--- config.mk ---
export PLATFORM = sky130hd
export DESIGN_NAME = valve_sequencer
export DESIGN_NICKNAME = d
export VERILOG_FILES = /design/src/rtl/valve_sequencer_pkg.sv /design/src/rtl/valve_sequencer_next_ch_finder.sv /design/src/rtl/valve_sequencer.sv
export SDC_FILE = /design/constraint.sdc
export NUM_CORES = 1
export LEC_CHECK = 0
export BUFFER_PORTS_ARGS = -buffer_cell sky130_fd_sc_hd__buf_2
export CORE_MARGIN = 5
export CORE_UTILIZATION = 60
export DETAILED_ROUTE_END_ITERATION = 12
export PLACE_DENSITY = 0.8
export SYNTH_ARGS = -nofsm -noshare
export SYNTH_HDL_FRONTEND = slang
export SYNTH_SLANG_ARGS = --single-unit
export TNS_END_PERCENT = 20
--- constraint.sdc ---
create_clock -name clk -period 5.8 [get_ports clk]
set_input_delay 0.29 -clock clk [delete_from_list [all_inputs] [get_ports clk]]
set_output_delay 0.29 -clock clk [all_outputs]
set_load 0.005 [all_outputs]
--- src/rtl/valve_sequencer_pkg.sv ---
// Shared types and defaults for the valve sequencer and its downstream demux.
package valve_sequencer_pkg;

  localparam int unsigned NUM_CH         = 4;
  localparam int unsigned CH_W           = 2;
  localparam int unsigned DEF_CNT_W      = 24;
  localparam int unsigned DEF_GAP_CYCLES = 16;
  localparam int unsigned DEF_DUR_CYCLES = 1000;

  typedef enum logic [1:0] {
    IDLE = 2'd0,
    OPEN = 2'd1,
    GAP  = 2'd2,
    DONE = 2'd3
  } state_t;

endpackage

--- src/rtl/valve_sequencer_next_ch_finder.sv ---
// Masked priority encoder: lowest eligible channel above cur, and lowest overall.
module next_ch_finder
  import valve_sequencer_pkg::*;
(
  input  logic [NUM_CH-1:0] elig,
  input  logic [CH_W-1:0]   cur,
  output logic [CH_W-1:0]   next_ch,
  output logic              found,
  output logic [CH_W-1:0]   first_ch
);

  // Scan from the top down so the lowest matching index is the last one written.
  always_comb begin
    next_ch  = '0;
    found    = 1'b0;
    first_ch = '0;
    for (int unsigned i = NUM_CH; i > 0; i--) begin
      if (elig[i-1]) begin
        first_ch = CH_W'(i - 1);
        if ((i - 1) > 32'(cur)) begin
          next_ch = CH_W'(i - 1);
          found   = 1'b1;
        end
      end
    end
  end

endmodule

--- src/rtl/valve_sequencer.sv ---
// Timed valve sequencer: opens enabled channels in ascending order with a
// closed gap between them; registered outputs feed the 4-way valve demux.
module valve_sequencer
  import valve_sequencer_pkg::*;
#(
  parameter int unsigned CNT_W      = DEF_CNT_W,
  parameter int unsigned GAP_CYCLES = DEF_GAP_CYCLES,
  parameter int unsigned DEF_DUR    = DEF_DUR_CYCLES
) (
  input  logic             clk,
  input  logic             rst,
  input  logic             start,
  input  logic             abort,
  input  logic             loop_en,
  input  logic [3:0]       ch_mask,
  input  logic             dur_wr,
  input  logic [1:0]       dur_addr,
  input  logic [CNT_W-1:0] dur_data,
  output logic [3:0]       sel_out,
  output logic             en_out,
  output logic             valve_out,
  output logic [1:0]       cur_ch,
  output logic             busy,
  output logic             done
);

  localparam logic [CNT_W-1:0] GAP_LOAD = CNT_W'(GAP_CYCLES);
  localparam logic [CNT_W-1:0] CNT_ONE  = CNT_W'(1);

  state_t            state, state_n;
  logic [CH_W-1:0]   ch, ch_n;
  logic [CNT_W-1:0]  cnt, cnt_n;
  logic [NUM_CH-1:0] mask_q, mask_n;
  logic [CNT_W-1:0]  dur [NUM_CH];
  logic [NUM_CH-1:0] use_mask, elig;
  logic [CH_W-1:0]   nxt_ch, first_ch;
  logic              nxt_found, any_elig;

  // Duration registers; the running count is separate, so rewriting the open channel only affects its next entry.
  always_ff @(posedge clk or posedge rst) begin
    if (rst) begin
      for (int unsigned i = 0; i < NUM_CH; i++) dur[i] <= CNT_W'(DEF_DUR);
    end else if (dur_wr) begin
      dur[dur_addr] <= dur_data;
    end
  end

  // Eligibility: live mask while idle (start decision), latched mask once running.
  always_comb begin
    use_mask = (state == IDLE) ? ch_mask : mask_q;
    for (int unsigned i = 0; i < NUM_CH; i++) elig[i] = use_mask[i] && (dur[i] != '0);
    any_elig = |elig;
  end

  next_ch_finder u_finder (
    .elig     (elig),
    .cur      (ch),
    .next_ch  (nxt_ch),
    .found    (nxt_found),
    .first_ch (first_ch)
  );

  // Sequencer state register.
  always_ff @(posedge clk or posedge rst) begin
    if (rst) begin
      state  <= IDLE;
      ch     <= '0;
      cnt    <= '0;
      mask_q <= '0;
    end else begin
      state  <= state_n;
      ch     <= ch_n;
      cnt    <= cnt_n;
      mask_q <= mask_n;
    end
  end

  // Next-state logic; abort outranks everything outside IDLE.
  always_comb begin
    state_n = state;
    ch_n    = ch;
    cnt_n   = cnt;
    mask_n  = mask_q;
    if (abort && (state != IDLE)) begin
      state_n = IDLE;
    end else begin
      unique case (state)
        IDLE: begin
          if (start && !abort) begin
            mask_n = ch_mask;
            if (any_elig) begin
              state_n = OPEN;
              ch_n    = first_ch;
              cnt_n   = dur[first_ch];
            end else begin
              state_n = DONE;
            end
          end
        end
        OPEN: begin
          if (cnt == CNT_ONE) begin
            state_n = GAP;
            cnt_n   = GAP_LOAD;
          end else begin
            cnt_n = cnt - CNT_ONE;
          end
        end
        GAP: begin
          if (cnt == CNT_ONE) begin
            if (nxt_found) begin
              state_n = OPEN;
              ch_n    = nxt_ch;
              cnt_n   = dur[nxt_ch];
            end else if (loop_en && any_elig) begin
              state_n = OPEN;
              ch_n    = first_ch;
              cnt_n   = dur[first_ch];
            end else begin
              state_n = DONE;
            end
          end else begin
            cnt_n = cnt - CNT_ONE;
          end
        end
        DONE:    state_n = IDLE;
        default: state_n = IDLE;
      endcase
    end
  end

  // Registered demux drive decoded from the current state; abort forces the valve shut at the same edge.
  always_ff @(posedge clk or posedge rst) begin
    if (rst) begin
      sel_out   <= '0;
      cur_ch    <= '0;
      en_out    <= 1'b0;
      valve_out <= 1'b0;
      busy      <= 1'b0;
      done      <= 1'b0;
    end else begin
      sel_out <= {{(4 - CH_W){1'b0}}, ch};
      cur_ch  <= ch;
      if (abort && (state != IDLE)) begin
        en_out    <= 1'b0;
        valve_out <= 1'b0;
        busy      <= 1'b0;
        done      <= 1'b0;
      end else begin
        valve_out <= (state == OPEN);
        en_out    <= (state == OPEN) || (state == GAP);
        busy      <= (state == OPEN) || (state == GAP);
        done      <= (state == DONE);
      end
    end
  end

endmodule
==> flow_summary.toml, run 1 <==
[floorplanning]
die-area_um2 = 15200
rows = 41
core_area_um2 = 12600
io_pins = 46
initial_core_util_pct = 61.1
die_h_um = 123
die_x_um = 123

[logic_synthesis]
ys_seq_area_share_pct = 43.5
yosysWarnings = 0
synth_cell_type_count = 76
synth_edf_count = 0
synth_top_area_cell = "dfrtp_1"
synth_top_area_share_pct = 35.4
synth.avg_cell_area_um2 = 10.9
synth_ff_type = "dfrtp_1"
synth-seq-cells = 133
synth.area.top_cells = "dfrtp_1, mux2_2, dfstp_2, mux4_2, nor4_1"
syn_area_um2 = 7710
ys_async_sr_fraction_pct = 100
syn_inst = 707

[grt]
antenna_found_initial = 0
grt_max_degree = 71
gr-usage-all-layers_pct = 33.0
grt_pass1_vias = 6626
grt_overflow = 0
grt_pass1_wl_um = 37800

[place]
dp.cells = 891
io_buffers = 43
gp_congestion = 1.03
hpwl_um = 16800

[detailed_routing]
route.vias.total = 6589
drt-vias-per-instance = 7.14
first_pass_iters = 8
routed_wl_um = 23500
drt-wirelength-per-cell_um = 25.5
drtIter0Drc = 974
drc = 0
ant_nets = 0

[clock_network]
postCtsHoldBufs = 0
clock_latency_ns = 0.43
numCtsBuffers = 17
htreeDepth = 4
cts_tree = "done"
clock_sinks = 133
clockRootBuffer = "clkbuf_16"
postCtsResizedCells = 0
cts_setup_buffers = 0
clkTransAtPathRegs_ns = 0.06
clock_path_buffers = 2

[setup_path]
slowest_stage = "a21oi_2"
r2r_end = "cnt[19]$_DFFE_PP0P_"
crit_buf_inv = 2
crit_family = "compound AO/OA/AOI/OAI gates"
r2r-start = "state[0]$_DFFE_PP0P_"
r2r_slack_ns = 1.65
crit_fanout = 20
path_cells = "inv_1 > ha_1 > mux2i_1 > a21o_1 > nand2_1 > a21oi_2 > buf_4 > mux4_2 > a211oi_1 > a21oi_1"
required_ns = 6.11
cp-end-kind = "flip-flop"
cpPeakStageDelay_ns = 0.91
reg2regPathDepth = 10
worstSetupPathType = "flip-flop to flip-flop"
crit_arrival_ns = 4.47
start_kind = "flip-flop"

[timing]
hold_ws_ns = 0.0234
fin_skew_ns = 0.00748
fmax_mhz = 241
slew_headroom_pct = 20.7
tightestPinTransition_ns = 1.19
fin_crit_sh_pct = 71.6
grt_setup_unrepaired = "false"
finalHoldViolCount = 0
maxSlewViolCount = 0
finalSetupViolCount = 0
tns_ns = 0
fin_crit_ns = 4.15

[pwr]
p_total_mw = 4.63
ir_worst_vdd_uv = 346
p_per_area_nw_per_um2 = 538
leakage_nw = 3.41

[cells_and_area]
layout_common_cells = "dfrtp_1, mux2_2, nor2_1"
instances_no_fill = 923
fill_cells = 960
antennaDiodeCount = 0
fin_nets = 780
final_common_cell = "dfrtp_1"
area_delta_synth_final_pct = 11.6
drive_gt1_share_pct = 34.1

[outcome]
status = "finished clean"

[worst_hold_path]
hold_class = "input port to asynchronous set/reset pin"

[run]
max_cap_viol_count = 0
power breakdown:
group | leakage, nW | switching [mW] | internal [mW]
Combinational | 1.57 | 1.18 | 0.837
Sequential | 1.56 | 0.335 | 1.20
Clock | 0.286 | 0.432 | 0.649
Total | 3.41 | 1.94 | 2.69
layer usage:
metal | wire length, µm | share of wire [%] | track usage [%] | up-vias
li1 | - | - | - | 2790
met1 | 9290 | 39 | 44.8 | 3211
met2 | 10500 | 45 | 48.8 | 485
met3 | 2810 | 12 | 10.6 | 103
met4 | 948 | 4.0 | 14.1 | 0
met5 | 0 | 0 | 0 | -
synth_stat cells (9+ instances only):
cell type,n
clkbuf_1,22
nand3_1,17
dfstp_2,24
dfrtp_1,109
mux2_2,104
nor3_1,9
nor4_1,32
a21oi_1,34
a31oi_1,11
o21a_1,9
mux4_2,16
nor2_1,46
o21ai_0,28
nand4_1,9
a221o_1,13
buf_2,11
nand2_1,43
inv_1,14
o211ai_1,14
cells by family (layout without fill, tap and decap cells):
group / count (synthesis) / after routing / share of synthesized area (%)
simple gates: 200 / 200 / 13.8
buf+inv: 59 / 102 / 3.89
xor+xnor: 9 / 9 / 1.02
compound gates: 174 / 174 / 16.2
flops: 133 / 133 / 43.5
fa+ha+maj: 6 / 6 / 0.973
other cells: 1 / 2 / 0.0486
mux: 125 / 125 / 20.5
cell type report:
| cell class | instances | area [µm²] | area share [%] |
|---|---|---|---|
| clock buffers | 19 | 443 | 5.15 |
| clock inverters | 13 | 146 | 1.70 |
| inverters | 14 | 55.1 | 0.640 |
| multi-input cells | 516 | 4070 | 47.3 |
| flip-flops and latches | 133 | 3360 | 39.0 |
| well taps | 172 | 215 | 2.50 |
| repair buffers | 56 | 313 | 3.64 |
worst max path at each step:
stage / start / end / slack [ns] / depth (start not counted)
final: state[0]$_DFFE_PP0P_ / cnt[19]$_DFFE_PP0P_ / 1.65 / 10
after global routing: state[0]$_DFFE_PP0P_ / cnt[19]$_DFFE_PP0P_ / 1.34 / 10
after CTS: state[1]$_DFFE_PP0P_ / cnt[19]$_DFFE_PP0P_ / 1.71 / 10
after detailed placement: state[1]$_DFFE_PP0P_ / cnt[19]$_DFFE_PP0P_ / 1.75 / 10
after global placement: state[0]$_DFFE_PP0P_ / cnt[19]$_DFFE_PP0P_ / 1.91 / 10
after floorplan: rst / busy$_DFF_PP0_ / 2.00 / 1
metrics by stage:
| step | utilization (%) | setup WS [ns] | cell area, µm² |
|---|---|---|---|
| 2_1_floorplan | - | 2.00 | 7720 |
| 4_1_cts | 68.2 | 1.71 | 8600 |
| 3_5_place_dp | 63.5 | 1.75 | 8020 |
| 5_1_grt | 68.2 | 1.34 | 8600 |
| 3_3_place_gp | 63.5 | 1.91 | 8020 |
| 6_report | 68.2 | 1.65 | 8600 |
registers in the layout (all words and copies together), names as in the netlist:
signal and count:
ch 2, cnt 24, sel_out 2, busy 1
done 1, mask_q 4, state 2, valve_out 1
dur 96
Power figures use the tool's default switching activity.
==> inputs of run 2 (changes only) <==
==> constraint.sdc (replaced) <==
create_clock -name clk -period 4.22 [get_ports clk]
set_input_delay 0.211 -clock clk [delete_from_list [all_inputs] [get_ports clk]]
set_output_delay 0.211 -clock clk [all_outputs]
set_load 0.005 [all_outputs]
==> run 2 against run 1 <==
Sequential share of layout area decreased by 0.35 points; register-to-register slack worse by 0.98 ns; core utilization grew 0.62 points; first-iteration DRC count grew 15%; wire length increased by 1.1%; global-route usage grew 0.32 points; critical endpoint is now cnt[12]$_DFFE_PP0P_.
==> flow_summary.toml, run 2 (synthesis gave the netlist of run 1 again) <==
[pwr]
p_per_area_nw_per_um2 = 744
pwr-share-comb_pct = 43.7
leakage_nw = 3.45
switching_share_pct = 41.7
p_sw_mw = 2.69
pwr-share-seq_pct = 32.2
p_int_mw = 3.77
ir_worst_vdd_uv = 378
clkPwrFrac_pct = 24.1

[run]
max_cap_viol_count = 0

[clock_network]
clock_sinks = 133
clock_latency_ns = 0.42
numCtsBuffers = 17
clkTransAtPathRegs_ns = 0.06
htreeDepth = 4
clockRootBuffer = "clkbuf_16"
clock_path_buffers = 2
cts_tree = "done"

[cells_and_area]
fin_nets = 786
fin_util_pct = 68.8
regArea_um2 = 3360
reg_top3 = "dur x96, cnt x24, mask_q x4"
regMostFlops = "dur"
largest_register_ffs = 96
drive_gt1_share_pct = 34.7
instances_no_fill = 929
antennaDiodeCount = 0
final_common_cell = "dfrtp_1"
fill_cells = 911
layout_common_cells = "dfrtp_1, mux2_2, nor2_1"
area_delta_synth_final_pct = 12.6
multi_input_area_um2 = 4070
design_area_um2 = 8680

[floorplanning]
io_pins = 46
die_x_um = 123
core_area_um2 = 12600
rows = 41
initial_core_util_pct = 61.1
die_h_um = 123
die-area_um2 = 15200

[grt]
grt_max_degree = 53
grt_overflow = 0
grt_pass1_vias = 6447
gr-usage-all-layers_pct = 33.3
grt_pass1_wl_um = 37700
antenna_found_initial = 1

[timing]
slew_headroom_pct = 47.7
finalHoldViolCount = 0
fin_skew_ns = 0.00747
maxSlewViolCount = 0
fin_crit_sh_pct = 84.1
fmax_mhz = 282
fin_crit_ns = 3.55
tightestPinTransition_ns = 0.785
tns_ns = 0
grt_setup_unrepaired = "false"
finalSetupViolCount = 0

[detailed_routing]
drtIter0Drc = 1117
first_pass_iters = 7
drt-wirelength-per-cell_um = 25.6
route.vias.total = 6534
ant_nets = 0
drc = 0
routed_wl_um = 23800
drt-vias-per-instance = 7.03

[setup_path]
crit_fanout = 21
cp-end-kind = "flip-flop"
cpPeakStageDelay_ns = 0.54
crit_family = "compound AO/OA/AOI/OAI gates"
path_cells = "inv_1 > ha_1 > mux2i_1 > a21o_1 > nand4_1 > a21oi_1 > nor2_2 > buf_4 > nand3_1 > o211ai_1"
slowest_stage = "ha_1"
crit_buf_inv = 2
required_ns = 4.52
worstSetupPathType = "flip-flop to flip-flop"
crit_arrival_ns = 3.85
start_kind = "flip-flop"

[place]
gp_congestion = 0.989
placed_cell_area_um2 = 8050
dp.cells = 896
io_buffers = 43
hpwl_um = 17200

[outcome]
status = "finished clean"

[worst_hold_path]
hold_class = "input port to flip-flop"
## run 2: final cells by class
cell class | count | share of cell area [%]
multi-input cells | 516 | 46.9
well taps | 172 | 2.48
inverters | 14 | 0.634
clock inverters | 15 | 2.25
clock buffers | 17 | 4.90
flip-flops and latches | 133 | 38.7
repair buffers | 62 | 4.15
## run 2: worst reg2reg max path, cell delays in order (launching register included)
cell and delay, ns:
dfrtp_1 0.40, inv_1 0.09, ha_1 0.54, mux2i_1 0.55
a21o_1 0.42, nand4_1 0.19, a21oi_1 0.48, nor2_2 0.27
buf_4 0.28, nand3_1 0.11, o211ai_1 0.09
## run 2: final timing paths
check | start | end | slack [ns] | cells past startpoint
hold reg to reg | mask_q[3]$_DFFE_PP0P_ | mask_q[3]$_DFFE_PP0P_ | 0.51 | 1
setup reg to reg | state[0]$_DFFE_PP0P_ | cnt[12]$_DFFE_PP0P_ | 0.67 | 10
max in group asynchronous | rst | dur[41]$_DFFE_PP0P_ | 2.80 | 4
hold / removal | ch_mask[1] | mask_q[1]$_DFFE_PP0P_ | 0.04 | 2
min in group asynchronous | rst | dur[94]$_DFFE_PP0P_ | 0.43 | 3
setup / recovery | state[0]$_DFFE_PP0P_ | cnt[12]$_DFFE_PP0P_ | 0.67 | 10
## run 2: power groups by stage
stage          logic, mW  clock network [mW]  registers [mW]
3_3_place_gp        2.68                   0            2.06
2_1_floorplan       2.10                   0            1.92
6_report            2.82                1.56            2.08
4_1_cts             2.74                1.57            2.06
5_1_grt             3.03                1.63            2.12
3_5_place_dp        2.72                   0            2.08
## run 2: metrics by stage
step | power (mW) | worst slack [ns] | hold WS, ns
after floorplan | 4.02 | 0.494 | 0.310
after global placement | 4.74 | 0.778 | 0.332
after detailed placement | 4.80 | 0.775 | 0.348
after CTS | 6.38 | 0.725 | 0.0196
after global routing | 6.78 | 0.393 | 0.0393
final | 6.46 | 0.672 | 0.0369
## run 2: what timing repair did
item,CTS,global route
endpoints found under the hold margin,34,0
resized for setup,0,0
setup buffers,0,0
hold buffers,1,0
## run 2: routing by layer
layer / track usage [%] / wire, µm / vias to the layer above
li1: - / - / 2800
met1: 47.1 / 9750 / 3222
met2: 49.2 / 10600 / 429
met3: 9.29 / 2630 / 81
met4: 12.5 / 768 / 2
met5: 0 / 7 / -
